--- config.mk ---
export PLATFORM = sky130hd
export DESIGN_NAME = qam16_modulator_flat
export DESIGN_NICKNAME = d
export VERILOG_FILES = /design/src/rtl/qam16_modulator_if.sv /design/src/rtl/qam16_modulator.sv /design/src/flat_wrapper.sv
export SDC_FILE = /design/constraint.sdc
export NUM_CORES = 1
export LEC_CHECK = 0
export CAP_MARGIN = 0
export CELL_PAD_IN_SITES_DETAIL_PLACEMENT = 1
export CELL_PAD_IN_SITES_GLOBAL_PLACEMENT = 2
export CORE_MARGIN = 2
export CORE_UTILIZATION = 35
export DETAILED_ROUTE_END_ITERATION = 12
export GPL_TIMING_DRIVEN = 0
export PLACE_DENSITY_LB_ADDON = 0.12
export SETUP_SLACK_MARGIN = 0.05
export SYNTH_ARGS = -nofsm -noshare
export SYNTH_HDL_FRONTEND = slang
export SYNTH_SLANG_ARGS = --single-unit
--- constraint.sdc ---
create_clock -name clk -period 5.9 [get_ports clk]
set_clock_uncertainty 0.15 [all_clocks]
set_input_delay 1.77 -clock clk [delete_from_list [all_inputs] [get_ports clk]]
set_output_delay 1.77 -clock clk [all_outputs]
set_load 0.005 [all_outputs]
--- src/rtl/qam16_modulator_if.sv ---
// Symbol-in / sample-out bundle for the QAM-16 modulator.
// The master side drives symbols; the slave side is the modulator.
interface qam16_modulator_if #(
  parameter int unsigned width_sym = 16
);
  logic [3:0]           sym_in;
  logic                 sym_valid;
  logic                 sym_ready;
  logic [width_sym-1:0] data_out;
  logic                 data_valid;
  logic [3:0]           phase;
  logic                 sym_start;

  modport master (
    output sym_in,
    output sym_valid,
    input  sym_ready,
    input  data_out,
    input  data_valid,
    input  phase,
    input  sym_start
  );

  modport slave (
    input  sym_in,
    input  sym_valid,
    output sym_ready,
    output data_out,
    output data_valid,
    output phase,
    output sym_start
  );
endinterface

--- src/rtl/qam16_modulator.sv ---
// QAM-16 modulator: Gray-maps a 4-bit symbol to I/Q levels and emits 16 carrier samples
// I*cos + Q*sin per symbol, one per clock, with gapless back-to-back symbol acceptance.
module qam16_modulator #(
  parameter int unsigned width_sym = 16,
  parameter int unsigned SHIFT     = 3
) (
  input logic              clk,
  input logic              rst_n,
  qam16_modulator_if.slave bus
);

  localparam logic [0:0] IDLE = 1'b0;
  localparam logic [0:0] RUN  = 1'b1;

  logic [0:0]           state_q, state_d;
  logic [3:0]           cnt_q, cnt_d;
  logic signed [2:0]    i_q, i_d;
  logic signed [2:0]    q_q, q_d;
  logic [width_sym-1:0] data_q, data_d;
  logic                 valid_q, valid_d;
  logic [3:0]           phase_q, phase_d;
  logic                 start_q, start_d;

  logic                 last;
  logic                 ready;
  logic                 accept;
  logic signed [15:0]   sin_c;
  logic signed [15:0]   cos_c;
  logic signed [18:0]   prod_i;
  logic signed [18:0]   prod_q;
  logic signed [19:0]   sum;
  logic [width_sym-1:0] sample;

  // Quarter-wave symmetric sine table in Q1.14; second half is the negated first half.
  function automatic logic signed [15:0] coef(input logic [3:0] k);
    logic signed [15:0] mag;
    unique case (k[2:0])
      3'd0:    mag = 16'sd0;
      3'd1:    mag = 16'sd6270;
      3'd2:    mag = 16'sd11585;
      3'd3:    mag = 16'sd15137;
      3'd4:    mag = 16'sd16384;
      3'd5:    mag = 16'sd15137;
      3'd6:    mag = 16'sd11585;
      default: mag = 16'sd6270;
    endcase
    return k[3] ? -mag : mag;
  endfunction

  function automatic logic signed [2:0] gray_level(input logic [1:0] b);
    logic signed [2:0] lvl;
    unique case (b)
      2'b00:   lvl = -3'sd3;
      2'b01:   lvl = -3'sd1;
      2'b11:   lvl = 3'sd1;
      default: lvl = 3'sd3;
    endcase
    return lvl;
  endfunction

  assign last   = (cnt_q == 4'd15);
  assign ready  = (state_q == IDLE) || last;
  assign accept = bus.sym_valid && ready;

  assign sin_c  = coef(cnt_q);
  assign cos_c  = coef(cnt_q + 4'd4);
  assign prod_i = 19'(i_q) * 19'(cos_c);
  assign prod_q = 19'(q_q) * 19'(sin_c);
  assign sum    = 20'(prod_i) + 20'(prod_q);
  // Arithmetic shift gives floor rounding; the result always fits width_sym.
  assign sample = width_sym'(sum >>> SHIFT);

  always_comb begin
    state_d = state_q;
    cnt_d   = cnt_q;
    i_d     = i_q;
    q_d     = q_q;
    data_d  = data_q;
    valid_d = valid_q;
    phase_d = phase_q;
    start_d = start_q;

    if (state_q == RUN) begin
      valid_d = 1'b1;
      data_d  = sample;
      phase_d = cnt_q;
      start_d = (cnt_q == 4'd0);
      cnt_d   = cnt_q + 4'd1;
      if (last && !accept) begin
        state_d = IDLE;
      end
    end else begin
      valid_d = 1'b0;
      data_d  = '0;
      phase_d = 4'd0;
      start_d = 1'b0;
    end

    // A wrap with a pending symbol restarts the counter on the same edge as sample 15.
    if (accept) begin
      i_d     = gray_level(bus.sym_in[3:2]);
      q_d     = gray_level(bus.sym_in[1:0]);
      cnt_d   = 4'd0;
      state_d = RUN;
    end
  end

  always_ff @(posedge clk or negedge rst_n) begin
    if (!rst_n) begin
      state_q <= IDLE;
      cnt_q   <= 4'd0;
      i_q     <= 3'sd0;
      q_q     <= 3'sd0;
      data_q  <= '0;
      valid_q <= 1'b0;
      phase_q <= 4'd0;
      start_q <= 1'b0;
    end else begin
      state_q <= state_d;
      cnt_q   <= cnt_d;
      i_q     <= i_d;
      q_q     <= q_d;
      data_q  <= data_d;
      valid_q <= valid_d;
      phase_q <= phase_d;
      start_q <= start_d;
    end
  end

  assign bus.sym_ready  = ready;
  assign bus.data_out   = data_q;
  assign bus.data_valid = valid_q;
  assign bus.phase      = phase_q;
  assign bus.sym_start  = start_q;

endmodule
--- src/flat_wrapper.sv ---
// flat-port wrapper written by rule: the top's interface ports become plain ports
module qam16_modulator_flat 
#(
  parameter int unsigned width_sym = 16,
  parameter int unsigned SHIFT     = 3
)
  (clk, rst_n, bus_sym_in, bus_sym_valid, bus_sym_ready, bus_data_out, bus_data_valid, bus_phase, bus_sym_start);
  qam16_modulator_if #(.width_sym(width_sym)) bus_i ();
  input logic clk;
  input logic rst_n;
  input wire logic [$bits(bus_i.sym_in)-1:0] bus_sym_in;
  input wire logic [$bits(bus_i.sym_valid)-1:0] bus_sym_valid;
  output wire logic [$bits(bus_i.sym_ready)-1:0] bus_sym_ready;
  output wire logic [$bits(bus_i.data_out)-1:0] bus_data_out;
  output wire logic [$bits(bus_i.data_valid)-1:0] bus_data_valid;
  output wire logic [$bits(bus_i.phase)-1:0] bus_phase;
  output wire logic [$bits(bus_i.sym_start)-1:0] bus_sym_start;
  assign bus_i.sym_in = bus_sym_in;
  assign bus_i.sym_valid = bus_sym_valid;
  assign bus_sym_ready = bus_i.sym_ready;
  assign bus_data_out = bus_i.data_out;
  assign bus_data_valid = bus_i.data_valid;
  assign bus_phase = bus_i.phase;
  assign bus_sym_start = bus_i.sym_start;
  qam16_modulator #(.width_sym(width_sym), .SHIFT(SHIFT)) u_core (.clk(clk), .rst_n(rst_n), .bus(bus_i));
endmodule
==> impl_metrics.tcl, run 1 <==
set metrics [dict create \
    syn_avg_cell_area_um2 8.85 \
    ys_ff_latch 32 \
    end_kind "flip-flop" \
    min_to "u_core.bus.data_valid" \
    period_share 0.961 \
    period_minus_slack_ps 5670 \
    r2r_start "u_core.cnt_q[3]" \
    whs_path_depth 0 \
    drv_cap 0 \
    cp_num_buf_inv 3 \
    finalHoldViolations 0 \
    fin_cells 782 \
    dp_cells 746 \
    place_hpwl_um 11900 \
    route.met2.wl_um 7550 \
    wl_met1_um 6450 \
    fp.dieW_um 121 \
    ys_seq_area_frac 0.167 \
    ctsHtreeMaxLevel 2 \
    antenna_cells 0 \
    worstPathArrival_ps 5690 \
    crit_type "flip-flop to flip-flop" \
    pin_count 30 \
    fmax_ghz 0.176 \
    viasPerCell 5.20 \
    ys_types 45 \
    status "finished, final reports clean" \
    setup_violations 0 \
    max_stage_delay_ps 530 \
    r2r_cells 18 \
    placed_area_um2 5290 \
    synth-async-reset-ratio 1.00 \
    final_antenna_net_count 0 \
    path_cells "buf_6 -> clkinvlp_4 -> ha_4 -> clkbuf_4 -> nor3_1 -> nor2_1 -> and2_1 -> fa_1 -> fa_1 -> fa_1 -> ha_1 -> ha_1 -> a21o_1 -> a31o_2 -> a31o_2 -> a21oi_1 -> a21oi_1 -> a31o_2" \
    routed_wl_um 14700 \
    crit_path_start_kind "flip-flop" \
    initial_utilization 0.360 \
    drt_iter0_markers 181 \
    insertion_delay_ps 280 \
    clk_pin_slew_ps 60 \
    rsz0062_at_grt "true" \
    r2r_setup_slack_ps 230 \
    tritoncts "done" \
    netlist_area_um2 4790 \
    clk_path_buf_depth 2 \
    synthFlopType "dfrtp_1" \
    synth_nets 664 \
    crit_family "adder cells" \
    fin_area_um2 6000 \
    syn_inst 541 \
    hold_class "flip-flop to flip-flop" \
    grt_usage 0.211 \
    core_um2 13300 \
    gp_congestion 0.864 \
    wire_per_inst_um 18.8 \
    yosys_warnings 0 \
    timing.rr.end "u_core.bus.data_out[15]" \
    die-area_um2 14600 \
    grt_overflow_total 0 \
    portBuffers 29 \
    drt_pass1_iterations 4 \
    final_util 0.452 \
    drc_errors 0 \
    grt_pass1_vias 4444 \
    tightest_slew_ps 724 \
    cp_slowest_cell "fa_1" \
    antenna_found_initial 0 \
    synth_edf_count 0 \
    dr_wl_met3_um 614 \
    cts.sinks 32 \
    num_rows 42 \
    drive_gt1_frac 0.185 \
    worstHoldStart "u_core.state_q" \
    hold_buffers 0 \
    grt_max_degree 33 \
    cp_max_fo 10 \
    cts_buffers 5 \
    nNetsFinal 728 \
    routed.top_layer "met4" \
    maxSlewViolCount 0 \
    max_slew_margin 0.517 \
    worstPathRequired_ps 5920 \
    syn2layout_area_growth_pct 25.5 \
    vias 4066 \
    die_h_um 121 \
    cts-root-buf "clkbuf_16" \
    grt_pass1_wl_um 23800 \
]
==> cells in the final DEF, fill, tap and decap left out, types with 6 or more instances in the layout <==
cell / count
nor2_1: 62
fa_1: 62
inv_1: 58
ha_1: 45
nand2_1: 43
buf_4: 29
clkdlybuf4s50_1: 28
dfrtp_1: 28
a21oi_1: 27
and2_1: 22
o21ai_0: 14
clkbuf_1: 12
xnor2_1: 12
nor3_1: 11
nand3_1: 10
nand2b_1: 8
a21oi_2: 8
mux2i_1: 7
and3_1: 6
a31o_2: 6
a31oi_1: 6
==> area by class of cell <==
class / instances / area, um^2
clock buffer: 5 / 125
sequential: 32 / 806
tap: 176 / 220
buffer: 19 / 109
fill: 1530 / 7290
multi-input combinational: 423 / 3920
inverter: 65 / 260
timing repair buffer: 59 / 518
clock inverter: 3 / 42.5
==> Yosys cell counts, types with 7 or more instances <==
cell type / count / area [um^2]
nor2_1: 69 / 259
inv_1: 64 / 240
fa_1: 62 / 1240
ha_1: 54 / 676
nand2_1: 46 / 173
a21oi_1: 36 / 180
dfrtp_1: 32 / 801
and2_1: 22 / 138
clkbuf_1: 21 / 78.8
o21ai_0: 17 / 85.1
xnor2_1: 13 / 114
nor3_1: 12 / 60.1
nand3_1: 10 / 50.1
mux2i_1: 9 / 90.1
nand2b_1: 9 / 56.3
and3_1: 7 / 43.8
==> per-layer routing <==
layer,up-vias,global-route usage
met4,0,0.0422
met2,65,0.362
li1,1909,-
met5,-,0
met3,8,0.0301
met1,2084,0.285
==> flip-flops by register name, summed over array words and instances, names as in the netlist <==
name                   cells
u_core.cnt_q               4
u_core.bus.phase           4
u_core.bus.data_valid      1
u_core.state_q             1
u_core.bus.data_out       16
u_core.bus.sym_start       1
u_core.q_q                 3
u_core.i_q                 2
==> cell families after synthesis <==
| group | Yosys count | synth area share |
|---|---|---|
| AOI/OAI and AO/OA | 90 | 0.123 |
| muxes | 14 | 0.0314 |
| adders and majority gates | 116 | 0.401 |
| DFF | 32 | 0.167 |
| and+or+nand+nor | 188 | 0.183 |
| buffers and inverters | 86 | 0.0675 |
| xor gates and xnor gates | 15 | 0.0275 |
==> stage by stage <==
stage               setup slack, ps  hold slack, ps  TNS, ps
finish                          233             227        0
global route                   10.6             240        0
CTS                            57.3             230        0
detailed placement             -911             216   -11080
global placement               -876             211    -9460
floorplan                       187             202        0
==> worst max path at each step <==
| stage | cells past startpoint | slack, ps | to | from |
|---|---|---|---|---|
| 2_1_floorplan | 20 | 190 | u_core.bus.data_out[13] | u_core.cnt_q[0] |
| 3_3_place_gp | 23 | -880 | u_core.bus.data_out[12] | u_core.cnt_q[0] |
| 3_5_place_dp | 23 | -910 | u_core.bus.data_out[15] | u_core.cnt_q[1] |
| 4_1_cts | 19 | 60 | u_core.bus.data_out[12] | u_core.cnt_q[2] |
| 5_1_grt | 22 | 10 | u_core.bus.data_out[14] | u_core.cnt_q[1] |
| 6_report | 18 | 230 | u_core.bus.data_out[15] | u_core.cnt_q[3] |
==> repair_timing <==
item / in CTS / in global routing
setup buffers: 9 / 21
endpoints found under the setup margin: 16 / 14
gates resized for setup: 42 / 52
pin swaps: 9 / 11
Power of run 1 is left out: the tool's default activity adds up to more than one toggle a clock period on the data nets, which glitch-free logic cannot reach.
==> run 2: changes to the inputs <==
--- a/config.mk
+++ b/config.mk
@@ -5,11 +5,12 @@
 export SDC_FILE = /design/constraint.sdc
 export NUM_CORES = 1
 export LEC_CHECK = 0
-export CAP_MARGIN = 0
+export CAP_MARGIN = 20
 export CELL_PAD_IN_SITES_DETAIL_PLACEMENT = 1
 export CELL_PAD_IN_SITES_GLOBAL_PLACEMENT = 2
 export CORE_MARGIN = 2
 export CORE_UTILIZATION = 35
+export CTS_CLUSTER_SIZE = 20
 export DETAILED_ROUTE_END_ITERATION = 12
 export GPL_TIMING_DRIVEN = 0
 export PLACE_DENSITY_LB_ADDON = 0.12
==> results of run 2 <==
No change in the layout: final DEF, timing and power equal those of run 1.
Power of run 2 is left out for the same reason.
==> run 3: changes to the inputs <==
--- a/config.mk
+++ b/config.mk
@@ -14,7 +14,7 @@
 export DETAILED_ROUTE_END_ITERATION = 12
 export GPL_TIMING_DRIVEN = 0
 export PLACE_DENSITY_LB_ADDON = 0.12
-export SETUP_SLACK_MARGIN = 0.05
+export SETUP_SLACK_MARGIN = 0.2
 export SYNTH_ARGS = -nofsm -noshare
 export SYNTH_HDL_FRONTEND = slang
 export SYNTH_SLANG_ARGS = --single-unit
==> impl_metrics.tcl, run 3 (synthesized netlist as in run 1, its figures left out) <==
set metrics [dict create \
    hold_class "flip-flop to flip-flop" \
    multi_input_area_um2 4110 \
    grt_overflow_total 0 \
    fp.dieW_um 121 \
    cp.depth 22 \
    fill_cells 1547 \
    largest_register_ffs 16 \
    portBuffers 29 \
    worstHoldStart "u_core.state_q" \
    cp_slowest_cell "fa_2" \
    clk_pin_slew_ps 60 \
    endpoint "u_core.bus.data_out[14]" \
    syn2layout_area_growth_pct 33.7 \
    routed_wl_um 15400 \
    max_slew_margin 0.524 \
    drive_gt1_frac 0.257 \
    seq_area_um2 806 \
    timing.rr.end "u_core.bus.data_out[14]" \
    initial_utilization 0.360 \
    period_share 0.962 \
    cp_num_buf_inv 4 \
    fmax_ghz 0.176 \
    grt_pass1_vias 4486 \
    r2r_setup_slack_ps 220 \
    path_cells "ha_4 -> mux2_4 -> nor2_4 -> nand2_4 -> buf_4 -> buf_4 -> nand2_2 -> mux2i_2 -> buf_4 -> and2_1 -> fa_1 -> fa_2 -> fa_2 -> ha_4 -> ha_4 -> buf_6 -> and3_4 -> o211ai_1 -> a311o_1 -> a31oi_1 -> xnor2_1 -> nor2_1" \
    cp_max_fo 6 \
    die-area_um2 14600 \
    tritoncts "done" \
    nNetsFinal 753 \
    cp-startpoint "u_core.cnt_q[0]" \
    gp_congestion 0.853 \
    die_h_um 121 \
    drt_pass1_iterations 4 \
    place_hpwl_um 11800 \
    cts_buffers 5 \
    grt_pass1_wl_um 23800 \
    vias 4232 \
    cts.sinks 32 \
    grt_max_degree 33 \
    clk_path_buf_depth 2 \
    tightest_slew_ps 714 \
    rsz0062_at_grt "true" \
    drt_iter0_markers 149 \
    worstPathRequired_ps 5900 \
    period_minus_slack_ps 5680 \
    pin_count 30 \
    setup_violations 0 \
    drc_errors 0 \
    crit_family "adder cells" \
    end_kind "flip-flop" \
    cts-root-buf "clkbuf_16" \
    fin_hold_ws_ps 226 \
    r2r_cells 22 \
    crit_type "flip-flop to flip-flop" \
    antenna_found_initial 0 \
    core_um2 13300 \
    final_antenna_net_count 0 \
    r2r_start "u_core.cnt_q[0]" \
    max_stage_delay_ps 610 \
    final_cell_mix "nor2_1 (60), fa_1 (60), inv_1 (57)" \
    finalHoldViolations 0 \
    grt_usage 0.209 \
    worstPathArrival_ps 5680 \
    num_rows 42 \
    antenna_cells 0 \
    ctsHtreeMaxLevel 2 \
    drv_cap 0 \
    maxSlewViolCount 0 \
    crit_path_start_kind "flip-flop" \
    insertion_delay_ps 280 \
    status "finished, final reports clean" \
    wire_per_inst_um 19.0 \
    viasPerCell 5.24 \
]
-- run 3: cell count changes in the layout (fill, tap and decap cells not counted), moves of 4 or more --
cell     before  now
a21oi_1      27   23
ha_4          4   10
ha_1         45   41
buf_4        29   52
-- run 3: cell type report --
type | instances | share of cell area
plain buffers | 21 | 0.0221
clock buffers | 5 | 0.0196
clock inverters | 3 | 0.00665
inverters | 65 | 0.0414
multi-input cells | 423 | 0.642
flip-flops and latches | 32 | 0.126
well taps | 176 | 0.0344
repair buffers | 82 | 0.108
-- run 3: layer usage --
layer / GRT usage / wire length [um]
met1: 0.287 / 6600
met3: 0.0329 / 601
met5: 0 / 0
met2: 0.348 / 7890
met4: 0.0451 / 285
-- run 3: worst min-delay path by stage --
stage,to,slack (ps),depth (start not counted)
floorplan,u_core.bus.data_valid,200,0
global placement,u_core.bus.data_valid,210,0
detailed placement,u_core.bus.data_valid,210,0
CTS,u_core.bus.data_valid,230,0
global route,u_core.bus.data_valid,240,0
finish,u_core.bus.data_valid,230,0
-- run 3: metrics by stage --
step	util	cells	setup TNS, ps	cell area (um^2)	setup slack [ps]
after floorplan	-	541	0	4790	303
after global placement	0.399	746	-9160	5300	-758
after detailed placement	0.398	746	-10830	5290	-861
after CTS	0.436	767	0	5800	193
after global routing	0.481	807	0	6400	20.4
final	0.481	807	0	6400	222
-- run 3: timing repair --
item / in CTS / in global routing
setup endpoints to repair: 16 / 14
resized for setup: 66 / 75
setup buffers: 13 / 40
pin swaps: 14 / 28
hold buffers: 0 / 0
Power of run 3 is left out for the same reason.
